===== config.mk =====
export PLATFORM = sky130hd
export DESIGN_NAME = csi2_hdr_ecc_ctrl
export DESIGN_NICKNAME = d
export VERILOG_FILES = /design/src/rtl/csi2_hdr_ecc_ctrl.sv
export SDC_FILE = /design/constraint.sdc
export NUM_CORES = 1
export LEC_CHECK = 0
export ABC_AREA = 1
export CAP_MARGIN = 20
export CORE_ASPECT_RATIO = 1.75
export CORE_MARGIN = 1
export CORE_UTILIZATION = 37
export CTS_BUF_LIST = sky130_fd_sc_hd__clkbuf_4
export DETAILED_ROUTE_END_ITERATION = 10
export HOLD_SLACK_MARGIN = 0.1
export SYNTH_ARGS = -nofsm -noshare
export SYNTH_HDL_FRONTEND = slang
export SYNTH_SLANG_ARGS = --single-unit
export TNS_END_PERCENT = 20

===== constraint.sdc =====
create_clock -name clk_i -period 5.2 [get_ports clk_i]
set_clock_uncertainty 0.15 [all_clocks]
set_input_delay 1.04 -clock clk_i [delete_from_list [all_inputs] [get_ports clk_i]]
set_output_delay 1.04 -clock clk_i [all_outputs]
set_load 0.02 [all_outputs]

===== src/rtl/csi2_hdr_ecc_ctrl.sv =====
// CSI-2 packet header ECC checker/corrector: two-stage pipeline (syndrome, then fix + re-encode)
// with valid/ready handshakes on both sides and saturating error counters.
module csi2_hdr_ecc_ctrl #(
    parameter int CNT_W       = 16,
    parameter bit DROP_UNCORR = 1'b0
) (
    input  logic             clk_i,
    input  logic             rst_n_i,
    input  logic             hdr_valid_i,
    output logic             hdr_ready_o,
    input  logic [31:0]      hdr_data_i,
    output logic             hdr_valid_o,
    input  logic             hdr_ready_i,
    output logic [31:0]      hdr_data_o,
    output logic             hdr_corr_o,
    output logic             hdr_err_o,
    input  logic             cnt_clear_i,
    output logic [CNT_W-1:0] corr_cnt_o,
    output logic [CNT_W-1:0] uncorr_cnt_o
);

    // Syndrome contributed by each header data bit D0..D23 (parity bits P5..P0).
    localparam logic [5:0] ECC_COL [24] = '{
        6'h07, 6'h0B, 6'h0D, 6'h0E, 6'h13, 6'h15, 6'h16, 6'h19,
        6'h1A, 6'h1C, 6'h23, 6'h25, 6'h26, 6'h29, 6'h2A, 6'h2C,
        6'h31, 6'h32, 6'h34, 6'h38, 6'h1F, 6'h2F, 6'h37, 6'h3B
    };

    function automatic logic [5:0] ecc_calc(input logic [23:0] d);
        logic [5:0] e;
        e = '0;
        for (int i = 0; i < 24; i++) begin
            if (d[i]) e ^= ECC_COL[i];
        end
        return e;
    endfunction

    // Syndrome to failing data bit position; 31 means "not a single data-bit error".
    function automatic logic [4:0] err_bit_pos(input logic [5:0] syn);
        logic [4:0] p;
        p = 5'd31;
        for (int i = 0; i < 24; i++) begin
            if (syn == ECC_COL[i]) p = 5'(i);
        end
        return p;
    endfunction

    logic             rdy_en_q, rdy_en_d;
    logic             s1_valid_q, s1_valid_d;
    logic [23:0]      s1_data_q, s1_data_d;
    logic [5:0]       s1_syn_q, s1_syn_d;
    logic             s2_valid_q, s2_valid_d;
    logic [31:0]      s2_data_q, s2_data_d;
    logic             s2_corr_q, s2_corr_d;
    logic             s2_err_q, s2_err_d;
    logic [CNT_W-1:0] corr_cnt_q, corr_cnt_d;
    logic [CNT_W-1:0] uncorr_cnt_q, uncorr_cnt_d;

    logic        s1_load;
    logic        s2_load;
    logic        s2_go;
    logic [4:0]  err_pos;
    logic [23:0] fix_data;
    logic        fix_corr;
    logic        fix_err;
    logic        unused_ecc_hi;

    assign unused_ecc_hi = ^hdr_data_i[31:30];

    always_comb begin
        rdy_en_d = 1'b1;

        // A dropped uncorrectable beat leaves stage 2 without waiting for downstream.
        s2_go       = s2_valid_q && (hdr_ready_i || (DROP_UNCORR && s2_err_q));
        s2_load     = s1_valid_q && (!s2_valid_q || s2_go);
        hdr_ready_o = rdy_en_q && (!s1_valid_q || s2_load);
        s1_load     = hdr_valid_i && hdr_ready_o;

        s1_valid_d = s1_load || (s1_valid_q && !s2_load);
        s1_data_d  = s1_data_q;
        s1_syn_d   = s1_syn_q;
        if (s1_load) begin
            s1_data_d = hdr_data_i[23:0];
            s1_syn_d  = ecc_calc(hdr_data_i[23:0]) ^ hdr_data_i[29:24];
        end

        err_pos  = err_bit_pos(s1_syn_q);
        fix_data = s1_data_q;
        fix_corr = 1'b0;
        fix_err  = 1'b0;
        if (s1_syn_q == 6'd0) begin
            fix_corr = 1'b0;
        end else if (err_pos <= 5'd23) begin
            fix_data = s1_data_q ^ (24'd1 << err_pos);
            fix_corr = 1'b1;
        end else if ($onehot(s1_syn_q)) begin
            fix_corr = 1'b1;
        end else begin
            fix_err = 1'b1;
        end

        s2_valid_d = s2_load || (s2_valid_q && !s2_go);
        s2_data_d  = s2_data_q;
        s2_corr_d  = s2_corr_q;
        s2_err_d   = s2_err_q;
        if (s2_load) begin
            s2_data_d = {2'b00, ecc_calc(fix_data), fix_data};
            s2_corr_d = fix_corr;
            s2_err_d  = fix_err;
        end

        corr_cnt_d   = corr_cnt_q;
        uncorr_cnt_d = uncorr_cnt_q;
        if (cnt_clear_i) begin
            corr_cnt_d   = '0;
            uncorr_cnt_d = '0;
        end else begin
            if (s2_go && s2_corr_q && (corr_cnt_q != '1))
                corr_cnt_d = corr_cnt_q + CNT_W'(1);
            if (s2_go && s2_err_q && (uncorr_cnt_q != '1))
                uncorr_cnt_d = uncorr_cnt_q + CNT_W'(1);
        end
    end

    always_ff @(posedge clk_i or negedge rst_n_i) begin
        if (!rst_n_i) begin
            rdy_en_q     <= 1'b0;
            s1_valid_q   <= 1'b0;
            s1_data_q    <= '0;
            s1_syn_q     <= '0;
            s2_valid_q   <= 1'b0;
            s2_data_q    <= '0;
            s2_corr_q    <= 1'b0;
            s2_err_q     <= 1'b0;
            corr_cnt_q   <= '0;
            uncorr_cnt_q <= '0;
        end else begin
            rdy_en_q     <= rdy_en_d;
            s1_valid_q   <= s1_valid_d;
            s1_data_q    <= s1_data_d;
            s1_syn_q     <= s1_syn_d;
            s2_valid_q   <= s2_valid_d;
            s2_data_q    <= s2_data_d;
            s2_corr_q    <= s2_corr_d;
            s2_err_q     <= s2_err_d;
            corr_cnt_q   <= corr_cnt_d;
            uncorr_cnt_q <= uncorr_cnt_d;
        end
    end

    assign hdr_valid_o  = s2_valid_q && !(DROP_UNCORR && s2_err_q);
    assign hdr_data_o   = s2_data_q;
    assign hdr_corr_o   = s2_corr_q;
    assign hdr_err_o    = s2_err_q;
    assign corr_cnt_o   = corr_cnt_q;
    assign uncorr_cnt_o = uncorr_cnt_q;

endmodule


==> results.sh, run 1 <==
export IMPL_status="complete, no violations"
export IMPL_synth_cells=906
export IMPL_ys_ff_latch=97
export IMPL_grt_pass1_wl_um=28260
export IMPL_final_util=0.4576
export IMPL_numCtsBuffers=9
export IMPL_post_place_ws_ns=1.383
export IMPL_p_leak_uw=0.003754
export IMPL_hold_depth=2
export IMPL_met3WireLength_um=567
export IMPL_antenna_found_initial=1
export IMPL_crit_fanout=2
export IMPL_tns_ns=0
export IMPL_max_clock_freq_mhz=281.3
export IMPL_drc=0
export IMPL_wl_met1_um=6516
export IMPL_area_growth_pct=20.93
export IMPL_cts_hold_buf=0
export IMPL_final_period_utilization=0.6836
export IMPL_cts_sinks=97
export IMPL_powerDensity_nw_per_um2=411.3
export IMPL_synth_xor_area_frac=0.1413
export IMPL_synth_compound_area_frac=0.07653
export IMPL_clk_pin_slew_ns=0.15
export IMPL_grt_pass1_vias=5802
export IMPL_finalCriticalPeriod_ns=3.555
export IMPL_dr_wl_met2_um=9627
export IMPL_first_pass_iters=5
export IMPL_vias_per_cell=4.805
export IMPL_fin_ws_ns=1.645
export IMPL_ctsResizeCount=0
export IMPL_final_antenna_net_count=0
export IMPL_clk_latency_ns=0.47
export IMPL_fin_nets=1051
export IMPL_synth_top_area_frac=0.3675
export IMPL_hpwlAfterDp_um=14440
export IMPL_worstMarginPinSlew_ns=0.9921
export IMPL_avgSynthCellArea_um2=7.290
export IMPL_top_layer_used="met4"
export IMPL_vias=5963
export IMPL_port_buffer_count=100
export IMPL_yosys_warnings=0
export IMPL_place_congestion=0.9021
export IMPL_crit_path_start_kind="primary input"
export IMPL_coreArea_um2=17460
export IMPL_holdCritStartpoint="hdr_data_o[8]"
export IMPL_grt_usage=0.2030
export IMPL_die_area_um2=18410
export IMPL_synthMuxAreaShare=0
export IMPL_finalSetupViolations=0
export IMPL_synth_fa_ha_area_frac=0.02235
export IMPL_max_slew_margin=0.3363
export IMPL_synth_top_area_cell="dfrtp_1"
export IMPL_grt_max_degree=69
export IMPL_worstPathRequired_ns=4.01
export IMPL_hold_end="hdr_data_o[8]"
export IMPL_drt_total_wl_um=17650
export IMPL_endpoint_kind="primary output"
export IMPL_hold_class="reg -> reg"
export IMPL_rows=64
export IMPL_ios=105
export IMPL_yosys_area_share_simple=0.3101
export IMPL_synth_top_cells_by_area="dfrtp_1 (37%), nand2_1 (15%), xnor2_1 (7.2%), xor2_1 (6.6%), inv_1 (6.1%)"
export IMPL_fp_dieH_um=178.8
export IMPL_synth_top_family_by_area="simple AND/OR/NAND/NOR gates"
export IMPL_ir_drop_v=0.0001398
export IMPL_rsz0062_at_grt="false"
export IMPL_drt_wirelength_per_cell_um=14.22
export IMPL_root_buffer="clkbuf_4"
export IMPL_htree_num_levels=3
export IMPL_reg2reg_depth=25
export IMPL_cts_buffer_depth=2
export IMPL_ys_types=38
export IMPL_chipWidth_um=103
export IMPL_start_util=0.3784
export IMPL_maxCapViolCount=0
export IMPL_drive_gt1_frac=0.05946
export IMPL_netlist_area_um2=6605
export IMPL_first_iter_violations=196
export IMPL_overflow=0
export IMPL_r2r_start="s1_syn_q[0]"
export IMPL_cts_setup_buffers=0
export IMPL_cts_tree="yes"
export IMPL_ys_seq_area_frac=0.3675
export IMPL_cp_arrival_ns=2.36
export IMPL_slew_viol_final=0
export IMPL_rrSetupSlack_ns=1.67
export IMPL_hold_violations=0
export IMPL_crit_type="in -> out"
export IMPL_rr_endpoint="hdr_data_o[27]"
-- power by group --
group / leakage [uW] / switching, uW / internal, uW
Clock: 0.0000729 / 268 / 147
Combinational: 0.00243 / 1170 / 692
Sequential: 0.00125 / 109 / 896
Total: 0.00375 / 1550 / 1730
-- cells in the mapped netlist (all sizes together) --
cell type,count
ha,7
and3,3
o21ba,1
nor3,19
clkbuf,13
or2,5
nand3b,5
nand2,269
a31oi,6
o21ai,61
nand4,23
nor3b,2
xnor2,54
conb,2
nor2,57
dfrtp,97
nor4,3
a221oi,2
nand3,73
o21a,1
xor2,50
a211oi,2
buf,4
inv,123
xnor3,1
fa,3
o221a,2
a21oi,18
-- stage by stage --
| stage | area (um^2) | hold WS (ns) | power [uW] | instances |
|---|---|---|---|---|
| floorplan | 6609 | 0.3060 | 2303 | 907 |
| global placement | 7848 | 0.3131 | 2863 | 1224 |
| detailed placement | 7848 | 0.3229 | 2902 | 1224 |
| CTS | 7985 | 0.3596 | 3326 | 1240 |
| global route | 7988 | 0.3757 | 3592 | 1241 |
| finish | 7988 | 0.3536 | 3285 | 1241 |
-- worst max-delay path, cell delays in order --
cell and delay (ns):
clkdlybuf4s50_1 0.47, inv_1 0.05, nand3_1 0.08, nand2_1 0.05, inv_1 0.06, clkdlybuf4s50_1 0.60
-- placed cells by master (no fill, tap or decap), types with 2 or more instances in the layout --
| cell type | netlist | layout |
|---|---|---|
| nand2_1 | 266 | 266 |
| inv_1 | 108 | 108 |
| clkdlybuf4s50_1 | 0 | 99 |
| dfrtp_1 | 97 | 97 |
| nand3_1 | 73 | 73 |
| o21ai_0 | 61 | 61 |
| xnor2_1 | 54 | 54 |
| nor2_1 | 50 | 50 |
| xor2_1 | 50 | 50 |
| nand4_1 | 19 | 19 |
| a21oi_1 | 18 | 18 |
| nor3_1 | 15 | 15 |
| inv_2 | 14 | 14 |
| clkbuf_4 | 0 | 9 |
| ha_1 | 7 | 7 |
| a31oi_1 | 6 | 6 |
| nand3b_1 | 5 | 5 |
| or2_2 | 5 | 5 |
| nor2_2 | 4 | 4 |
| nor3_2 | 4 | 4 |
| buf_4 | 2 | 4 |
| and3_1 | 3 | 3 |
| nand4_2 | 3 | 3 |
| nor2_4 | 3 | 3 |
| nand2_2 | 3 | 3 |
| nor4_1 | 3 | 3 |
| fa_1 | 3 | 3 |
| conb_1 | 2 | 3 |
| o221a_2 | 2 | 2 |
| a211oi_1 | 2 | 2 |
| a221oi_1 | 2 | 2 |
| clkinv_1 | 0 | 2 |
-- layout make-up --
type / instances / area [um^2]
fillers: 1868 / 9469
repair buffers: 103 / 1021
multi-input cells: 670 / 3646
flip-flops and latches: 97 / 2427
well taps: 231 / 289.0
inverters: 123 / 464.2
diodes: 1 / 2.502
clock inverters: 7 / 70.07
clock buffers: 9 / 67.56
-- registers in the layout, indices dropped and copies added, names as in the netlist --
register	cells
hdr_data_o	30
s1_data_q	24
corr_cnt_o	16
uncorr_cnt_o	16
s1_syn_q	6
hdr_corr_o	1
hdr_err_o	1
hdr_valid_o	1
rdy_en_q	1
s1_valid_q	1
-- worst max-delay path by stage --
stage / start / endpoint / slack, ns / depth (start not counted)
6_report: hdr_ready_i / hdr_ready_o / 1.65 / 6
5_1_grt: s1_syn_q[0] / hdr_data_o[27] / 1.34 / 26
4_1_cts: hdr_ready_i / hdr_ready_o / 1.63 / 6
3_5_place_dp: hdr_ready_i / corr_cnt_o[14] / 1.38 / 12
3_3_place_gp: hdr_ready_i / corr_cnt_o[14] / 1.46 / 12
2_1_floorplan: hdr_ready_i / corr_cnt_o[14] / 2.37 / 11
-- metal layers --
metal | up-vias | track usage
met5 | - | 0
met4 | 0 | 0.1133
met3 | 52 | 0.03158
met2 | 149 | 0.3917
met1 | 2693 | 0.1986
li1 | 3069 | -
-- cells by family (layout without fill, tap and decap cells) --
kind of cell / count (synthesis) / after routing
compound gates: 93 / 93
other cells: 2 / 4
xor+xnor: 105 / 105
flops: 97 / 97
fa+ha+maj: 10 / 10
simple gates: 459 / 459
buf+inv: 140 / 242
No activity file was read; power rests on OpenSTA's default activity.
==> inputs of run 2 (changes only) <==
- clock period: 5.2 -> 3 ns (I/O delays scaled with it)
==> run 2 against run 1 <==
  * The flow now finishes with violations (negative setup slack)
  * Non-clock buffer count is 109 higher
  * Hold slack worse by 0.015 ns
  * Sequential share of layout area is 4.1 points lower
  * Clock power is 77% higher
  * Flip-flop and latch count stayed put
  * Combinational power is 130% higher
  * First-iteration DRC count is 14% higher
  * Setup slack worse by 1.7 ns
  * Core utilization is 7.2 points higher
  * Count of clock-buffer cells in the layout is 1 higher
  * Cell area is 16% higher
  * Critical path type is now reg -> reg
  * Largest cell class unchanged
==> results.sh, run 2 (synthesized netlist as in run 1, its figures left out) <==
export IMPL_status="finished, violations left"
export IMPL_violations="negative setup slack"
export IMPL_final_period_utilization=1.032
export IMPL_drive_gt1_frac=0.2317
export IMPL_endpoint_kind="flip-flop"
export IMPL_coreArea_um2=17460
export IMPL_total_power_uw=6759
export IMPL_fin_nets=1160
export IMPL_cts_sinks=97
export IMPL_crit_buf_inv=5
export IMPL_htree_num_levels=3
export IMPL_maxCapViolCount=0
export IMPL_port_buffer_count=100
export IMPL_place_congestion=0.8801
export IMPL_n_fill_cell=1746
export IMPL_cp_arrival_ns=3.32
export IMPL_overflow=0
export IMPL_max_slew_margin=0.6457
export IMPL_hold_slack_ns=0.3384
export IMPL_rsz0062_at_grt="true"
export IMPL_fp_dieH_um=178.8
export IMPL_numCtsBuffers=9
export IMPL_ir_drop_v=0.0002478
export IMPL_die_area_um2=18410
export IMPL_worstPathRequired_ns=3.23
export IMPL_hpwlAfterDp_um=14890
export IMPL_slew_viol_final=0
export IMPL_layout_common_cells="nand2_1 (221), buf_4 (105), inv_1 (101)"
export IMPL_path_cells="buf_4 > buf_6 > fa_1 > inv_1 > fa_1 > inv_1 > ha_1 > inv_1 > fa_1 > nand3_2 > nand3_2 > nand3_2 > o21ai_1"
export IMPL_finalSetupViolations=5
export IMPL_clk_latency_ns=0.48
export IMPL_antenna_found_initial=1
export IMPL_final_antenna_net_count=0
export IMPL_grt_max_degree=98
export IMPL_slowest_delay_ns=0.53
export IMPL_drc=0
export IMPL_first_iter_violations=224
export IMPL_drt_wirelength_per_cell_um=13.87
export IMPL_clk_pin_slew_ns=0.16
export IMPL_rows=64
export IMPL_first_pass_iters=4
export IMPL_p_leak_uw=0.004328
export IMPL_worstMarginPinSlew_ns=0.5315
export IMPL_hold_violations=0
export IMPL_critical_path_top_delay_family="adder cells"
export IMPL_crit_type="reg -> reg"
export IMPL_cts_buffer_depth=2
export IMPL_vias_per_cell=4.787
export IMPL_finalCriticalPeriod_ns=3.096
export IMPL_start_util=0.3784
export IMPL_cp_slowest_cell="fa_1"
export IMPL_fin_ws_ns=-0.09576
export IMPL_drt_total_wl_um=18730
export IMPL_grt_pass1_wl_um=30490
export IMPL_hold_class="reg -> reg"
export IMPL_crit_fanout=4
export IMPL_area_growth_pct=40.06
export IMPL_powerDensity_nw_per_um2=730.6
export IMPL_largest_reg_flops=30
export IMPL_max_clock_freq_mhz=323.0
export IMPL_final_common_cell="nand2_1"
export IMPL_chipWidth_um=103
export IMPL_vias=6463
export IMPL_root_buffer="clkbuf_4"
export IMPL_ios=105
export IMPL_crit_path_start_kind="flip-flop"
export IMPL_grt_pass1_vias=6408
export IMPL_grt_usage=0.2178
export IMPL_cts_tree="yes"
-- run 2: changes by cell type in the layout (fill, tap and decap cells not counted), sizes merged --
cell	previous run	this run
clkinvlp	1	3
buf	4	112
clkbuf	9	10
dlygate4sd3	0	1
clkinv	4	1
-- run 2: final cells by class --
| type | instances | area [um^2] | area share |
|---|---|---|---|
| repair buffers | 212 | 1886 | 0.2038 |
| inverters | 123 | 474.2 | 0.05126 |
| diodes | 1 | 2.502 | 0.0002705 |
| flip-flops and latches | 97 | 2435 | 0.2632 |
| well taps | 231 | 289.0 | 0.03124 |
| multi-input cells | 670 | 4024 | 0.4349 |
| clock buffers | 10 | 75.07 | 0.008115 |
| clock inverters | 6 | 66.31 | 0.007168 |
-- run 2: layer usage --
layer	up-vias	GRT usage	part of all wire
li1	3290	-	-
met1	2968	0.2134	0.36
met2	160	0.4261	0.56
met3	45	0.02963	0.029
met4	0	0.1150	0.046
met5	-	0	0
-- run 2: through the flow --
stage | instances | setup slack (ns) | instance area (um^2) | setup TNS [ns] | util
floorplan | 907 | 0.1775 | 6609 | 0 | -
global placement | 1312 | -0.1596 | 8533 | -0.7066 | 0.4888
detailed placement | 1312 | -0.1707 | 8533 | -0.8505 | 0.4888
CTS | 1340 | -0.02225 | 9001 | -0.08837 | 0.5156
global route | 1350 | -0.2652 | 9251 | -1.953 | 0.5300
finish | 1350 | -0.09576 | 9251 | -0.3794 | 0.5300
-- run 2: worst register-to-register path, cell delays in order (launching register included) --
cell and delay [ns]:
dfrtp_2 0.49, buf_4 0.16, buf_6 0.11, fa_1 0.53, inv_1 0.06, fa_1 0.48
inv_1 0.04, ha_1 0.16, inv_1 0.06, fa_1 0.42, nand3_2 0.11, nand3_2 0.10
nand3_2 0.07, o21ai_1 0.06
-- run 2: final timing paths --
path | slack (ns) | startpoint | depth (start not counted) | to
hold / removal | 0.34 | hdr_data_o[29] | 2 | hdr_data_o[29]
max in group asynchronous | 1.75 | rst_n_i | 3 | hdr_data_o[6]
setup reg to reg | -0.1 | s1_syn_q[0] | 13 | hdr_corr_o
setup / recovery | -0.1 | s1_syn_q[0] | 13 | hdr_corr_o
min in group asynchronous | 0.54 | rst_n_i | 3 | uncorr_cnt_o[3]
hold reg to reg | 0.34 | hdr_data_o[29] | 2 | hdr_data_o[29]
-- run 2: timing repair --
action                     4_1_cts  5_1_grt
cloned                           0        0
resized for setup               58       58
setup endpoints to repair        7       11
pin swaps                       21       52
hold buffers                     1        0
setup buffers                   11        9
hold endpoints to repair        97        0
-- run 2: where the power goes --
part	internal [uW]	total, uW	switching (uW)
Sequential	1560	1780	217
Combinational	1870	4250	2380
Clock	264	733	468
Total	3690	6760	3070
